## config.mk

```make
export PLATFORM = sky130hd
export DESIGN_NAME = sal_bank_ctrl
export DESIGN_NICKNAME = d
export VERILOG_FILES = /design/src/rtl/sal_bank_ctrl.sv
export SDC_FILE = /design/constraint.sdc
export NUM_CORES = 1
export LEC_CHECK = 0
export CORE_MARGIN = 2
export CORE_UTILIZATION = 40
export DETAILED_ROUTE_END_ITERATION = 10
export PLACE_DENSITY_LB_ADDON = 0.12
export SYNTH_ARGS = -nofsm -noshare
export SYNTH_HDL_FRONTEND = slang
export SYNTH_SLANG_ARGS = --single-unit
```

## constraint.sdc

```tcl
create_clock -name clk -period 4.45 [get_ports clk]
set_input_delay 0.89 -clock clk [delete_from_list [all_inputs] [get_ports clk]]
set_output_delay 0.89 -clock clk [all_outputs]
set_load 0.01 [all_outputs]
```

## src/rtl/sal_bank_ctrl.sv

```systemverilog
// Per-bank DRAM command sequencer: holds one request, tracks the open row and
// the intra-bank timing windows, and raises ACT/RD/WR/PRE towards the scheduler.
module sal_bank_ctrl #(
  parameter int unsigned     BA_W  = 3,
  parameter int unsigned     RA_W  = 16,
  parameter int unsigned     CA_W  = 10,
  parameter int unsigned     ID_W  = 4,
  parameter int unsigned     LEN_W = 4,
  parameter int unsigned     TW    = 8,
  parameter logic [BA_W-1:0] BK_ID = {BA_W{1'b0}}
) (
  input  logic             clk,
  input  logic             rst_n,
  input  logic [TW-1:0]    t_rcd_m1_i,
  input  logic [TW-1:0]    t_rp_m1_i,
  input  logic [TW-1:0]    t_ras_m1_i,
  input  logic [TW-1:0]    t_rtp_m1_i,
  input  logic [TW-1:0]    t_wtp_m1_i,
  input  logic [7:0]       row_open_cnt_i,
  input  logic             req_valid_i,
  input  logic             req_wr_i,
  input  logic [ID_W-1:0]  req_id_i,
  input  logic [RA_W-1:0]  req_ra_i,
  input  logic [CA_W-1:0]  req_ca_i,
  input  logic [LEN_W-1:0] req_len_i,
  output logic             req_ready_o,
  output logic             sched_act_req_o,
  output logic             sched_rd_req_o,
  output logic             sched_wr_req_o,
  output logic             sched_pre_req_o,
  output logic             sched_ref_req_o,
  output logic [BA_W-1:0]  sched_ba_o,
  output logic [RA_W-1:0]  sched_ra_o,
  output logic [CA_W-1:0]  sched_ca_o,
  output logic [ID_W-1:0]  sched_id_o,
  output logic [LEN_W-1:0] sched_len_o,
  input  logic             sched_act_gnt_i,
  input  logic             sched_rd_gnt_i,
  input  logic             sched_wr_gnt_i,
  input  logic             sched_pre_gnt_i
);

  typedef enum logic [1:0] {
    ST_CLOSED      = 2'd0,
    ST_ACTIVATING  = 2'd1,
    ST_ACTIVE      = 2'd2,
    ST_PRECHARGING = 2'd3
  } state_e;

  localparam logic [TW-1:0] T_ZERO = {TW{1'b0}};

  function automatic logic [TW-1:0] dec_sat(input logic [TW-1:0] v);
    return (v == T_ZERO) ? v : v - TW'(1);
  endfunction

  state_e           state_q, state_d, st_eff_s;
  logic             pending_q, pending_d;
  logic             pre_commit_q, pre_commit_d;
  logic [RA_W-1:0]  open_row_q, open_row_d;
  logic [TW-1:0]    rcd_q, rcd_d, ras_q, ras_d, rp_q, rp_d, rtp_q, rtp_d, wtp_q, wtp_d;
  logic [7:0]       idle_q, idle_d;
  logic             wr_q;
  logic [ID_W-1:0]  id_q;
  logic [RA_W-1:0]  ra_q;
  logic [CA_W-1:0]  ca_q;
  logic [LEN_W-1:0] len_q;

  logic accept_s, row_hit_s, timers_ok_s, idle_exp_s;
  logic act_req_s, rd_req_s, wr_req_s, pre_req_s;
  logic act_gnt_s, rd_gnt_s, wr_gnt_s, pre_gnt_s;

  assign accept_s    = req_valid_i & ~pending_q;
  assign row_hit_s   = (ra_q == open_row_q);
  assign timers_ok_s = (ras_q == T_ZERO) & (rtp_q == T_ZERO) & (wtp_q == T_ZERO);
  assign idle_exp_s  = (row_open_cnt_i != 8'hFF) & (idle_q == row_open_cnt_i);

  // Resolve the effective state: an expired tRCD/tRP window acts as the next state this cycle.
  always_comb begin
    st_eff_s = state_q;
    if (state_q == ST_ACTIVATING && rcd_q == T_ZERO) begin
      st_eff_s = ST_ACTIVE;
    end else if (state_q == ST_PRECHARGING && rp_q == T_ZERO) begin
      st_eff_s = ST_CLOSED;
    end else begin
      st_eff_s = state_q;
    end
  end

  // Command requests from registered state only; a raised precharge holds until granted.
  always_comb begin
    act_req_s = 1'b0;
    rd_req_s  = 1'b0;
    wr_req_s  = 1'b0;
    pre_req_s = 1'b0;
    case (st_eff_s)
      ST_CLOSED: act_req_s = pending_q;
      ST_ACTIVE: begin
        if (pre_commit_q) begin
          pre_req_s = 1'b1;
        end else if (pending_q && row_hit_s) begin
          rd_req_s = ~wr_q;
          wr_req_s = wr_q;
        end else if (pending_q) begin
          pre_req_s = timers_ok_s;
        end else begin
          pre_req_s = timers_ok_s & idle_exp_s;
        end
      end
      default: begin
        act_req_s = 1'b0;
      end
    endcase
  end

  assign act_gnt_s = sched_act_gnt_i & act_req_s;
  assign rd_gnt_s  = sched_rd_gnt_i  & rd_req_s;
  assign wr_gnt_s  = sched_wr_gnt_i  & wr_req_s;
  assign pre_gnt_s = sched_pre_gnt_i & pre_req_s;

  // Next-state, open row, pending flag and precharge commitment.
  always_comb begin
    state_d      = st_eff_s;
    open_row_d   = open_row_q;
    pre_commit_d = pre_req_s & ~pre_gnt_s;
    case (st_eff_s)
      ST_CLOSED: begin
        if (act_gnt_s) begin
          state_d    = ST_ACTIVATING;
          open_row_d = ra_q;
        end else begin
          state_d = ST_CLOSED;
        end
      end
      ST_ACTIVE: begin
        if (pre_gnt_s) begin
          state_d = ST_PRECHARGING;
        end else begin
          state_d = ST_ACTIVE;
        end
      end
      default: begin
        state_d = st_eff_s;
      end
    endcase
    if (accept_s) begin
      pending_d = 1'b1;
    end else if (rd_gnt_s || wr_gnt_s) begin
      pending_d = 1'b0;
    end else begin
      pending_d = pending_q;
    end
  end

  // Timing windows reload on their grant and count down to zero.
  always_comb begin
    rcd_d = act_gnt_s ? t_rcd_m1_i : dec_sat(rcd_q);
    ras_d = act_gnt_s ? t_ras_m1_i : dec_sat(ras_q);
    rtp_d = rd_gnt_s  ? t_rtp_m1_i : dec_sat(rtp_q);
    wtp_d = wr_gnt_s  ? t_wtp_m1_i : dec_sat(wtp_q);
    rp_d  = pre_gnt_s ? t_rp_m1_i  : dec_sat(rp_q);
    if (act_gnt_s || rd_gnt_s || wr_gnt_s) begin
      idle_d = 8'd0;
    end else if (st_eff_s == ST_ACTIVE && !pending_q) begin
      idle_d = (idle_q >= row_open_cnt_i) ? row_open_cnt_i : idle_q + 8'd1;
    end else begin
      idle_d = idle_q;
    end
  end

  // Bank state and timing registers.
  always_ff @(posedge clk or negedge rst_n) begin
    if (!rst_n) begin
      state_q      <= ST_CLOSED;
      pending_q    <= 1'b0;
      pre_commit_q <= 1'b0;
      open_row_q   <= {RA_W{1'b0}};
      rcd_q        <= T_ZERO;
      ras_q        <= T_ZERO;
      rp_q         <= T_ZERO;
      rtp_q        <= T_ZERO;
      wtp_q        <= T_ZERO;
      idle_q       <= 8'd0;
    end else begin
      state_q      <= state_d;
      pending_q    <= pending_d;
      pre_commit_q <= pre_commit_d;
      open_row_q   <= open_row_d;
      rcd_q        <= rcd_d;
      ras_q        <= ras_d;
      rp_q         <= rp_d;
      rtp_q        <= rtp_d;
      wtp_q        <= wtp_d;
      idle_q       <= idle_d;
    end
  end

  // One-entry request holding register.
  always_ff @(posedge clk or negedge rst_n) begin
    if (!rst_n) begin
      wr_q  <= 1'b0;
      id_q  <= {ID_W{1'b0}};
      ra_q  <= {RA_W{1'b0}};
      ca_q  <= {CA_W{1'b0}};
      len_q <= {LEN_W{1'b0}};
    end else if (accept_s) begin
      wr_q  <= req_wr_i;
      id_q  <= req_id_i;
      ra_q  <= req_ra_i;
      ca_q  <= req_ca_i;
      len_q <= req_len_i;
    end else begin
      wr_q  <= wr_q;
      id_q  <= id_q;
      ra_q  <= ra_q;
      ca_q  <= ca_q;
      len_q <= len_q;
    end
  end

  assign req_ready_o     = ~pending_q;
  assign sched_act_req_o = act_req_s;
  assign sched_rd_req_o  = rd_req_s;
  assign sched_wr_req_o  = wr_req_s;
  assign sched_pre_req_o = pre_req_s;
  assign sched_ref_req_o = 1'b0;
  assign sched_ba_o      = BK_ID;
  assign sched_ra_o      = ra_q;
  assign sched_ca_o      = ca_q;
  assign sched_id_o      = id_q;
  assign sched_len_o     = len_q;

endmodule

```

Word-level counts from Yosys, hierarchy flattened
Index checks and enable logic that the tools add are counted.
- input bits: 90
- bits in registers: 103
- word-level logic and storage cells: 94
- magnitude comparators: 1
- eq/ne operators: 11
- muxes and demuxes: 31
- add/subtract/negate cells: 6
- reductions and logical operators: 17
- bitwise operators: 13
- operator list (operator ; number):
    8-bit 2-to-1 mux ; 13
    8-bit zero test ; 5
    8-bit by 1-bit subtractor with 8-bit output (second input constant) ; 5
    16-bit equality test ; 1
    1-bit 2-to-1 mux ; 15
    1-bit bitwise AND ; 10
    2-bit != test (second input constant) ; 5
    8-bit by 1-bit adder with 8-bit output (second input constant) ; 1
    8-bit equality test ; 1
    8-bit >= comparator ; 1
    8-bit != test (second input constant) ; 1
    2-bit equality test (second input constant) ; 2
    1-bit logical AND ; 4
    2-bit 2-to-1 mux ; 2
    2-bit one-hot mux with 2 select lines ; 1
    2-bit nonzero test ; 2
    1-bit logical OR ; 3
    1-bit NOT ; 3
    2-bit by 1-bit equality test with 1-bit output (second input constant) ; 1
    2-bit zero test ; 1
    2-bit AND reduction ; 1
    1-bit zero test ; 1

Logic depth before layout (Yosys ltp)
- depth in word-level cells: 11
- gate-level depth with buffers: 10

Worst setup path before layout
No wires, ideal clock.
- path kind: reg-to-output
- start point: register ras_q[0]
- end point: output port sched_pre_req_o
- data arrival time: 2095 ps
- required time: 3560 ps
- stages on the path, launching flop included: 10
- setup slack: 1465 ps
- cells stage by stage: dfrtp_1 -> inv_1 -> ha_1 -> or4b_1 -> and2b_2 -> clkdlybuf4s18_2 -> o2111ai_1 -> a31oi_1 -> nor2_1 -> nor2_1
- cells in the longest elaborated chain, start to end: 8
- ends and longest elaborated chain (item ; line ; text):
    start, declared ; 60 ; logic [TW-1:0] rcd_q, rcd_d, ras_q, ras_d, rp_q, rp_d, rtp_q, rtp_d, wtp_q, wtp_d;
    start signal, assigned ; 189 ; ras_q <= ras_d;
    8-bit zero test (*) ; 74 ; assign timers_ok_s = (ras_q == T_ZERO) & (rtp_q == T_ZERO) & (wtp_q == T_ZERO);
    1-bit bitwise AND (*) (2 in a row) ; 74 ;
    1-bit bitwise AND ; 106 ; pre_req_s = timers_ok_s & idle_exp_s;
    1-bit 2-to-1 mux (*) ; 103 ; end else if (pending_q) begin
    1-bit 2-to-1 mux (*) ; 100 ; end else if (pending_q && row_hit_s) begin
    1-bit 2-to-1 mux (*) ; 98 ; if (pre_commit_q) begin
    1-bit 2-to-1 mux (*) ; 95 ; case (st_eff_s)
    end, declared ; 30 ; output logic sched_pre_req_o,
Every way passes the cells marked *; elsewhere a longest branch is shown, timed or not.

Worst setup path in the final report
- start point: input port row_open_cnt_i[5]
- end point: output port sched_pre_req_o
- cells in the longest elaborated chain, start to end: 7
- ends and longest elaborated chain (item ; line ; text):
    start, declared ; 19 ; input logic [7:0] row_open_cnt_i,
    8-bit != test or 8-bit equality test (tied branches) ; 75 ; assign idle_exp_s = (row_open_cnt_i != 8'hFF) & (idle_q == row_open_cnt_i);
    1-bit bitwise AND (*) ; 75 ;
    1-bit bitwise AND (*) ; 106 ;
    1-bit 2-to-1 mux (*) ; 103 ;
    1-bit 2-to-1 mux (*) ; 100 ;
    1-bit 2-to-1 mux (*) ; 98 ;
    1-bit 2-to-1 mux (*) ; 95 ;
Marked as above.

==> flow_metrics.py <==
metrics = {
    "outcome": {
        "status": "finished clean",
    },
    "critical_path": {
        "critical_path.max_fanout": 3,
        "r2r_end": "rp_q[4]$_DFFE_PN0P_",
        "reg2regPathDepth": 6,
        "crit_arrival_ns": 3.40,
        "cp-startpoint": "row_open_cnt_i[5]",
        "r2r-start": "rtp_q[2]$_DFFE_PN0P_",
        "rrSetupSlack_ns": 1.44,
        "criticalPathCategory": "in -> out",
        "critPathRequiredTime_ns": 3.56,
        "startpoint_type": "input port",
        "end_kind": "output port",
    },
    "power": {
        "p_sw_mw": 1.33,
        "p_seq_frac": 0.406,
        "power_density_nw_per_um2": 523,
        "p_comb_frac": 0.389,
        "ir_drop_mv": 0.347,
        "pwr-share-clk": 0.205,
        "switching_share": 0.343,
        "p_leak_nw": 3.13,
        "p_total_mw": 3.88,
        "internal_power_mw": 2.55,
    },
    "floorplan": {
        "die_y_um": 123,
        "core-area_sq_um": 13800,
        "die_x_um": 123,
        "io_pins": 133,
        "rows": 43,
        "initial_utilization": 0.409,
        "die_area_sq_um": 15100,
    },
    "place": {
        "dp_hpwl_mm": 9.49,
        "gp_congestion": 0.831,
        "pre_cts_ws_ns": -0.00987,
        "dpl.cell_count": 849,
        "portBuffers": 128,
    },
    "grt": {
        "grt_antenna_before_repair": 0,
        "grt_first_pass_wirelength_mm": 21.5,
        "grtUsageTotal": 0.181,
        "overflow": 0,
        "grt_pass1_vias": 4444,
        "grt_max_degree": 47,
    },
    "detailed_routing": {
        "wl_mm": 12.9,
        "drtIter0Drc": 280,
        "vias": 4385,
        "vias_per_cell": 5.07,
        "drt_first_pass_iters": 4,
        "drc": 0,
        "ant_nets": 0,
        "wl_per_cell_um": 14.9,
    },
    "layout": {
        "multi_input_area_sq_um": 2880,
        "ff_latch_area_sq_um": 2580,
        "nNetsFinal": 788,
        "fin_cells": 865,
        "drive_gt1_frac": 0.146,
        "syn2layout_area_growth_pct": 30.9,
        "n_antenna_cell": 0,
        "fill_cells": 1247,
    },
    "cts": {
        "htree_levels": 3,
        "clkTransAtPathRegs_ns": 0.07,
        "cts_max_path_buffers": 2,
        "cts-hold-fix-buffers": 0,
        "cts_tree": "built",
        "cts_buffers": 9,
        "post_cts_buffers": 0,
        "cts_root_buf": "clkbuf_16",
        "insertion_delay_ns": 0.35,
        "cts_sinks": 103,
    },
    "sta": {
        "fmax_ghz": 0.233,
        "finalHoldViolCount": 0,
        "finClkSkew_ns": 0.00454,
        "tightest_slew_ns": 1.01,
        "timing.setup.tns_ns": 0,
        "worst_hold_slack_ns": 0.495,
        "slew_headroom": 0.325,
        "setup_ws_ns": 0.158,
        "grt_setup_unrepaired": "false",
        "slew_violations": 0,
        "setup_violations": 0,
        "fin_crit_ns": 4.29,
        "fin_crit_sh": 0.965,
    },
    "synth": {
        "async_flop_share": 1.00,
        "ys.flop_type": "dfrtp_1",
        "synth-edff-count": 0,
        "ys_types": 59,
        "syn_inst": 553,
        "yosysWarningCount": 0,
        "synth.top_cell.area_share": 0.455,
        "synth_top_area_cell": "dfrtp_1",
        "ys_ff_latch": 103,
        "syn-cell-area_sq_um": 5660,
        "ys_seq_area_frac": 0.455,
        "syn_area_per_cell_sq_um": 10.2,
        "synthTopCellsByArea": "dfrtp_1 46%, mux2_2 9.7%, nand2_1 5.4%",
    },
    "flow_run": {
        "maxCapViolCount": 0,
    },
    "worst_hold_path": {
        "hold_start": "open_row_q[1]$_DFFE_PN0P_",
        "hold_end": "open_row_q[1]$_DFFE_PN0P_",
        "worst_hold_path_type": "reg -> reg",
        "min_path_cells": 2,
    },
}
[flip-flops by register name, indices dropped and copies added (netlist names)]
signal        flops
open_row_q       16
sched_ra_o       16
sched_ca_o       10
idle_q            8
ras_q             8
rcd_q             8
rp_q              8
rtp_q             8
wtp_q             8
sched_id_o        4
sched_len_o       4
state_q           2
pending_q         1
pre_commit_q      1
wr_q              1
[timing repair]
action,4_1_cts,5_1_grt
pin swaps,0,1
setup endpoints to repair,1,1
resized for setup,1,0
cloned,0,0
[through the flow]
step	utilization	area, sq um
final	0.536	7410
after global placement	0.514	7110
after detailed placement	0.514	7110
after floorplan	-	5670
after CTS	0.536	7410
after global routing	0.536	7410
[layer usage]
metal,wire length [um],vias up,global-route usage
met2,6010,112,0.296
met4,161,0,0.0453
met5,0,-,0
met1,5820,2105,0.229
met3,896,13,0.0669
li1,-,2155,-
[worst max-delay path, cell delays in order]
cell and delay, ns:
clkdlybuf4s50_1 0.48, inv_1 0.07, ha_1 0.32, nand4_1 0.15, a211oi_2 0.24, buf_4 0.16, o2111ai_1 0.11, a31oi_1 0.23
nor2_1 0.09, nor2_1 0.10, clkdlybuf4s50_1 0.57
[final cells by class]
| class | instances | area share |
|---|---|---|
| Timing Repair Buffer | 135 | 0.180 |
| Multi-Input combinational cell | 403 | 0.388 |
| Clock inverter | 7 | 0.00979 |
| Clock buffer | 9 | 0.0304 |
| Sequential cell | 103 | 0.348 |
| Tap cell | 180 | 0.0304 |
| Inverter | 28 | 0.0142 |
[worst max-delay path by stage]
| stage | to | slack, ns | cells after the start |
|---|---|---|---|
| 3_5_place_dp | sched_pre_req_o | -0.01 | 11 |
| 6_report | sched_pre_req_o | 0.16 | 11 |
| 3_3_place_gp | sched_pre_req_o | 0.02 | 11 |
| 2_1_floorplan | sched_pre_req_o | 1.46 | 9 |
| 4_1_cts | sched_pre_req_o | 0.06 | 11 |
| 5_1_grt | sched_pre_req_o | 0.002 | 11 |
[Yosys cell counts (2+ instances only)]
master	n
a211oi_1	4
or3_1	8
or4_1	3
nor2_1	50
nand3_1	7
nor3b_1	4
clkbuf_1	14
nor4_1	2
mux2_4	8
nand2b_1	4
nor2b_1	5
inv_1	28
nor4b_1	2
and4_1	2
nand4_1	8
and2b_2	2
buf_4	4
o31ai_1	9
mux2i_1	6
a221oi_1	5
or2_2	3
nor4_4	2
a22oi_1	5
a21o_1	5
buf_6	2
xnor2_1	35
and2_1	3
a21oi_1	15
ha_1	18
o21ai_0	8
xor2_1	8
dfrtp_1	103
a31oi_1	6
mux2_2	49
nand2_1	82
nor3_1	11
[power groups by stage]
stage	clock, mW	sequential (mW)	combinational (mW)
final	0.796	1.58	1.51
after CTS	0.829	1.58	1.53
after floorplan	0	1.58	0.942
after global placement	0	1.58	1.48
after global routing	0.875	1.63	1.69
after detailed placement	0	1.59	1.52
[cells by family after synthesis]
family	after synthesis	share of synthesized area
AOI/OAI and AO/OA	66	0.0794
adders and majority gates	18	0.0398
muxes	63	0.129
other	1	0.000662
buffers and inverters	50	0.0413
and+or+nand+nor	209	0.188
DFF	103	0.455
xor gates and xnor gates	43	0.0665
[cells in the final DEF (no fill, tap or decap), drive strengths merged, types with 5 or more instances in the layout]
master,count
a21oi,15
xor2,8
a221oi,5
nor2,50
a22oi,5
mux2i,6
clkdlybuf4s50,127
nor4,5
a21o,5
o21ai,8
xnor2,35
nor3,12
ha,18
a31oi,7
nand2,82
mux2,57
nand4,8
nand3,7
inv,29
o31ai,9
nor2b,5
dfrtp,103
or3,9
buf,8
clkbuf,9
Power figures use the tool's default switching activity.
